$ cat src/rtl/fft_pkg.sv
// rtl/fft_pkg.sv - shared types and helpers for the FFT output serializer
package fft_pkg;

  localparam int unsigned N_DEFAULT   = 16;
  localparam int unsigned MSB_DEFAULT = 16;

  typedef enum logic {
    S_IDLE = 1'b0,
    S_SEND = 1'b1
  } ser_state_t;

  // Counter width for an N-point frame; kept at least 1 bit wide.
  function automatic int unsigned idx_width(input int unsigned n);
    return (n < 2) ? 1 : $clog2(n);
  endfunction

  // Each sample is {imag, real}, both halves of equal width.
  function automatic int unsigned field_width(input int unsigned msb);
    return msb / 2;
  endfunction

endpackage

$ cat src/rtl/fft_out_serializer.sv
// rtl/fft_out_serializer.sv - captures the parallel FFT result and streams it one sample per beat
module fft_out_serializer
  import fft_pkg::*;
#(
  parameter int N   = 16,
  parameter int MSB = 16
) (
  input  logic                 clk,
  input  logic                 rst,
  input  logic [N*MSB-1:0]     fft_data_in,
  input  logic                 calc_finish,
  output logic [MSB-1:0]       out_data,
  output logic                 out_valid,
  input  logic                 out_ready,
  output logic [$clog2(N)-1:0] out_index,
  output logic                 out_last,
  output logic                 busy,
  output logic                 frame_done,
  output logic                 overrun
);

  localparam int IDX_W = idx_width(N);
  localparam logic [IDX_W-1:0] LAST_IDX = IDX_W'(N - 1);

  ser_state_t       state;
  ser_state_t       state_next;
  logic [N*MSB-1:0] buffer;

  logic accept;
  logic last_accept;
  logic capture;
  logic drop;

  assign accept      = (state == S_SEND) && out_ready;
  assign last_accept = accept && (out_index == LAST_IDX);
  // A new frame is taken when idle, or exactly as the final beat leaves.
  assign capture     = calc_finish && ((state == S_IDLE) || last_accept);
  assign drop        = calc_finish && (state == S_SEND) && !last_accept;

  always_ff @(posedge clk) begin
    if (rst) begin
      state <= S_IDLE;
    end else begin
      state <= state_next;
    end
  end

  always_comb begin
    state_next = state;
    case (state)
      S_IDLE: begin
        if (capture) begin
          state_next = S_SEND;
        end
      end
      S_SEND: begin
        if (last_accept && !calc_finish) begin
          state_next = S_IDLE;
        end
      end
      default: state_next = S_IDLE;
    endcase
  end

  always_comb begin
    out_valid = 1'b0;
    busy      = 1'b0;
    out_last  = 1'b0;
    out_data  = '0;
    if (state == S_SEND) begin
      out_valid = 1'b1;
      busy      = 1'b1;
      out_last  = (out_index == LAST_IDX);
      out_data  = buffer[out_index*MSB +: MSB];
    end
  end

  always_ff @(posedge clk) begin
    if (rst) begin
      buffer     <= '0;
      out_index  <= '0;
      frame_done <= 1'b0;
      overrun    <= 1'b0;
    end else begin
      frame_done <= last_accept;
      if (drop) begin
        overrun <= 1'b1;
      end
      if (capture) begin
        buffer    <= fft_data_in;
        out_index <= '0;
      end else if (accept && (out_index != LAST_IDX)) begin
        out_index <= out_index + 1'b1;
      end
    end
  end

endmodule

$ cat config.mk
export PLATFORM = sky130hd
export DESIGN_NAME = fft_out_serializer
export DESIGN_NICKNAME = d
export VERILOG_FILES = /design/src/rtl/fft_pkg.sv /design/src/rtl/fft_out_serializer.sv
export SDC_FILE = /design/constraint.sdc
export NUM_CORES = 1
export LEC_CHECK = 0
export ABC_CLOCK_PERIOD_IN_PS = 4240
export BUFFER_PORTS_ARGS = -buffer_cell sky130_fd_sc_hd__buf_2
export CELL_PAD_IN_SITES_DETAIL_PLACEMENT = 1
export CELL_PAD_IN_SITES_GLOBAL_PLACEMENT = 1
export CORE_ASPECT_RATIO = 2
export CORE_MARGIN = 2
export CORE_UTILIZATION = 35
export DETAILED_ROUTE_END_ITERATION = 16
export GPL_TIMING_DRIVEN = 0
export PLACE_DENSITY = 0.75
export SLEW_MARGIN = 15
export SYNTH_ARGS = -nofsm -noshare
export SYNTH_HDL_FRONTEND = slang
export SYNTH_SLANG_ARGS = --single-unit
$ cat constraint.sdc
create_clock -name clk -period 4.24 [get_ports clk]
set_clock_uncertainty 0.2 [all_clocks]
set_input_delay 0.212 -clock clk [delete_from_list [all_inputs] [get_ports clk]]
set_output_delay 0.212 -clock clk [all_outputs]
set_load 0.02 [all_outputs]
==> run metrics <==
starting density of the core=0.355; synthesized instance count=between 1000 and 1500; max capacitance violation total=0; site row count=93; element type at the critical path start=flop; clock latency on the worst-skew pair=approximately 0.54 ns; CP Data Arrival Time=between 3 and 4 ns; detailed-route via count=roughly 13000; routability cong.=0.899; outcome=finished clean; HP Class=flop to flop; Die Area=0.0342 mm^2; IO Port Bufs=around 280; Distinct cells, synth=33; Root Buffer=clkbuf_16; register area share after synthesis=0.460; leakage power=slightly below 0.007 uW; Pwr per Cell Area=around 360 mW/mm^2; die height=~260 um; Die W=between 100 and 150 um; Finish-stage setup viols=0; area added between synthesis and finish=47.9%; Final Instance Count excl. Fillers=2457; worst-path fanout max=10; Fill cells=just under 4000; Max Buffers Root-to-Sink=3; Critical Path Sink Type=primary output; setup ws final=around 0.73 ns; DR iter-0 viols=between 500 and 600; antenna violations before repair=10; post-CTS sizing=0; RSZ-0062 raised after global routing=no; Synth Area per Inst=~8.0 um^2; fin crit share=0.829; YS warnings=0; ys async rst share=0; synthesis-stage register bit count=around 260; fin. max-slew vios=0; Core ar.=0.0322 mm^2; largest net degree at the start of global routing=15; TNS Setup=0 ns; final hold vios=0; Post-Syn Nets=1689; DR pass1 iterations=5; post-layout util=0.525; remaining global-route overflow=0; ys flop type=dfxtp_1; Layout Nets=2260; first-pass GRT wire length=83300 um; Worst-path clk slew=0.06 ns; final wirelength=56200 um; H-tree depth=1; Worst-Margin Slew=around 0.68 ns; Post-synth EDFFs=0; Num CTS Buffers=26; crit path kind=flop to primary output; Slew headroom=0.548; # placed instances=2138; vias in the first global route=about 15000; Remaining DRCs=0; post-synth top area cell=dfxtp_1; antenna viol nets, final=0; Setup Buffers After CTS=0; dpl hpwl=37200 um; TritonCTS clock tree=yes; Synth area leaders=dfxtp_1 46%, nand2_1 18%, mux2i_1 11%, a21oi_1 11%, a22oi_1 4.1%; worst hold slack=0.256 ns; mean routed wirelength per cell=approximately 23 um; Worst EP required=~3.8 ns; Via density=about 5.2; Mapped Area=about 0.011 mm^2; layout cell share with drive strength beyond 1=0.209; I/O pins=about 290; dpl ws=around 1.4 ns; area fraction of the dominant cell type after synthesis=0.460; GR Util All Layers=0.319; Num Clock Sinks=between 200 and 300; Max Clock Freq=about 280 MHz; Period minus WS final=between 3 and 4 ns; Max IR drop VDD=about 0.27 mV
-- critical path, stage by stage (launching register included) --
cell and delay (ns):
dfxtp_1 0.43, buf_2 0.30, nor2_1 0.20, clkbuf_1 0.28, a22oi_1 0.55, nand2_1 0.19, o22ai_1 0.37, buf_2 0.24
-- cell families after synthesis --
group           synth area share
compound gates             0.170
fa+ha+maj                0.00109
buf+inv                   0.0640
simple gates               0.190
xor+xnor                 0.00153
mux                        0.113
flops                      0.460
-- metrics by stage --
stage | instance area (um^2) | total power [uW]
final | 16900 | 6120
after global routing | 16900 | 6330
after CTS | 16900 | 6100
after detailed placement | 13400 | 3500
after global placement | 13400 | 3480
after floorplan | 11400 | 3140
-- final timing paths --
kind | from | endpoint | slack, ns | cells after the start
max | out_index[1] | out_data[6] | 0.73 | 7
min | buffer[35] | buffer[35] | 0.26 | 2
max reg2reg | out_index[1] | buffer[182] | 1.92 | 8
min reg2reg | buffer[35] | buffer[35] | 0.26 | 2
-- layout make-up --
cell class | instances | area (um^2) | share of cell area
antenna | 12 | 30.0 | 0.00177
buffer | 121 | 728 | 0.0430
clock buffer | 35 | 776 | 0.0458
clock inverter | 12 | 118 | 0.00695
inverter | 1 | 3.75 | 0.000222
multi-input combinational | 1043 | 5450 | 0.322
sequential | 263 | 5270 | 0.311
tap | 427 | 534 | 0.0316
timing repair buffer | 543 | 4020 | 0.238
-- cell usage after synthesis, types with 5 or more instances --
library cell / n
nor3_1: 5
nand2_1: 547
buf_4: 15
a21oi_2: 10
o22ai_1: 15
buf_2: 44
buf_6: 18
mux2i_1: 127
nor2_1: 6
a22oi_1: 62
dfxtp_1: 263
nor2b_1: 5
a21oi_1: 247
clkbuf_1: 41
-- state kept, by name, indices dropped and copies added (netlist names) --
name / flops
overrun: 1
state: 1
out_index: 4
frame_done: 1
buffer: 256
-- per-layer routing --
metal / track usage / share of wire / vias to the layer above
met5: 0 / 0 / -
li1: - / - / 5946
met4: 0.289 / 0.10 / 0
met2: 0.613 / 0.54 / 508
met1: 0.287 / 0.33 / 6110
met3: 0.0390 / 0.033 / 252
-- report_power, final --
group	switching, uW	internal (uW)	total (uW)
logic	540	451	991
clock network	1030	1400	2440
registers	84.8	2610	2700
total	1660	4470	6120
-- cell usage in the layout (no fill, tap or decap), drive strengths merged --
cell and count:
a22oi 62, bufinv 2, ha 1, dfxtp 263
nand4 1, clkbuf 76, a2111oi 1, xnor2 2
a31oi 2, nor2b 5, nand3 2, nand2b 1
a311oi 1, o21ai 2, a21oi 257, a21boi 1
a221oi 1, nor2 6, and2 2, buf 363
nor3 5, nand2 547, inv 1, o22ai 15
mux4 1, dlygate4sd3 260, diode 12, mux2i 127
clkinv 10, a21bo 1
-- what timing repair did --
action	in CTS	in global routing
hold endpoints to repair	263	0
hold buffers	260	0
endpoints found under the setup margin	0	0
(Power assumes the default switching activity.)
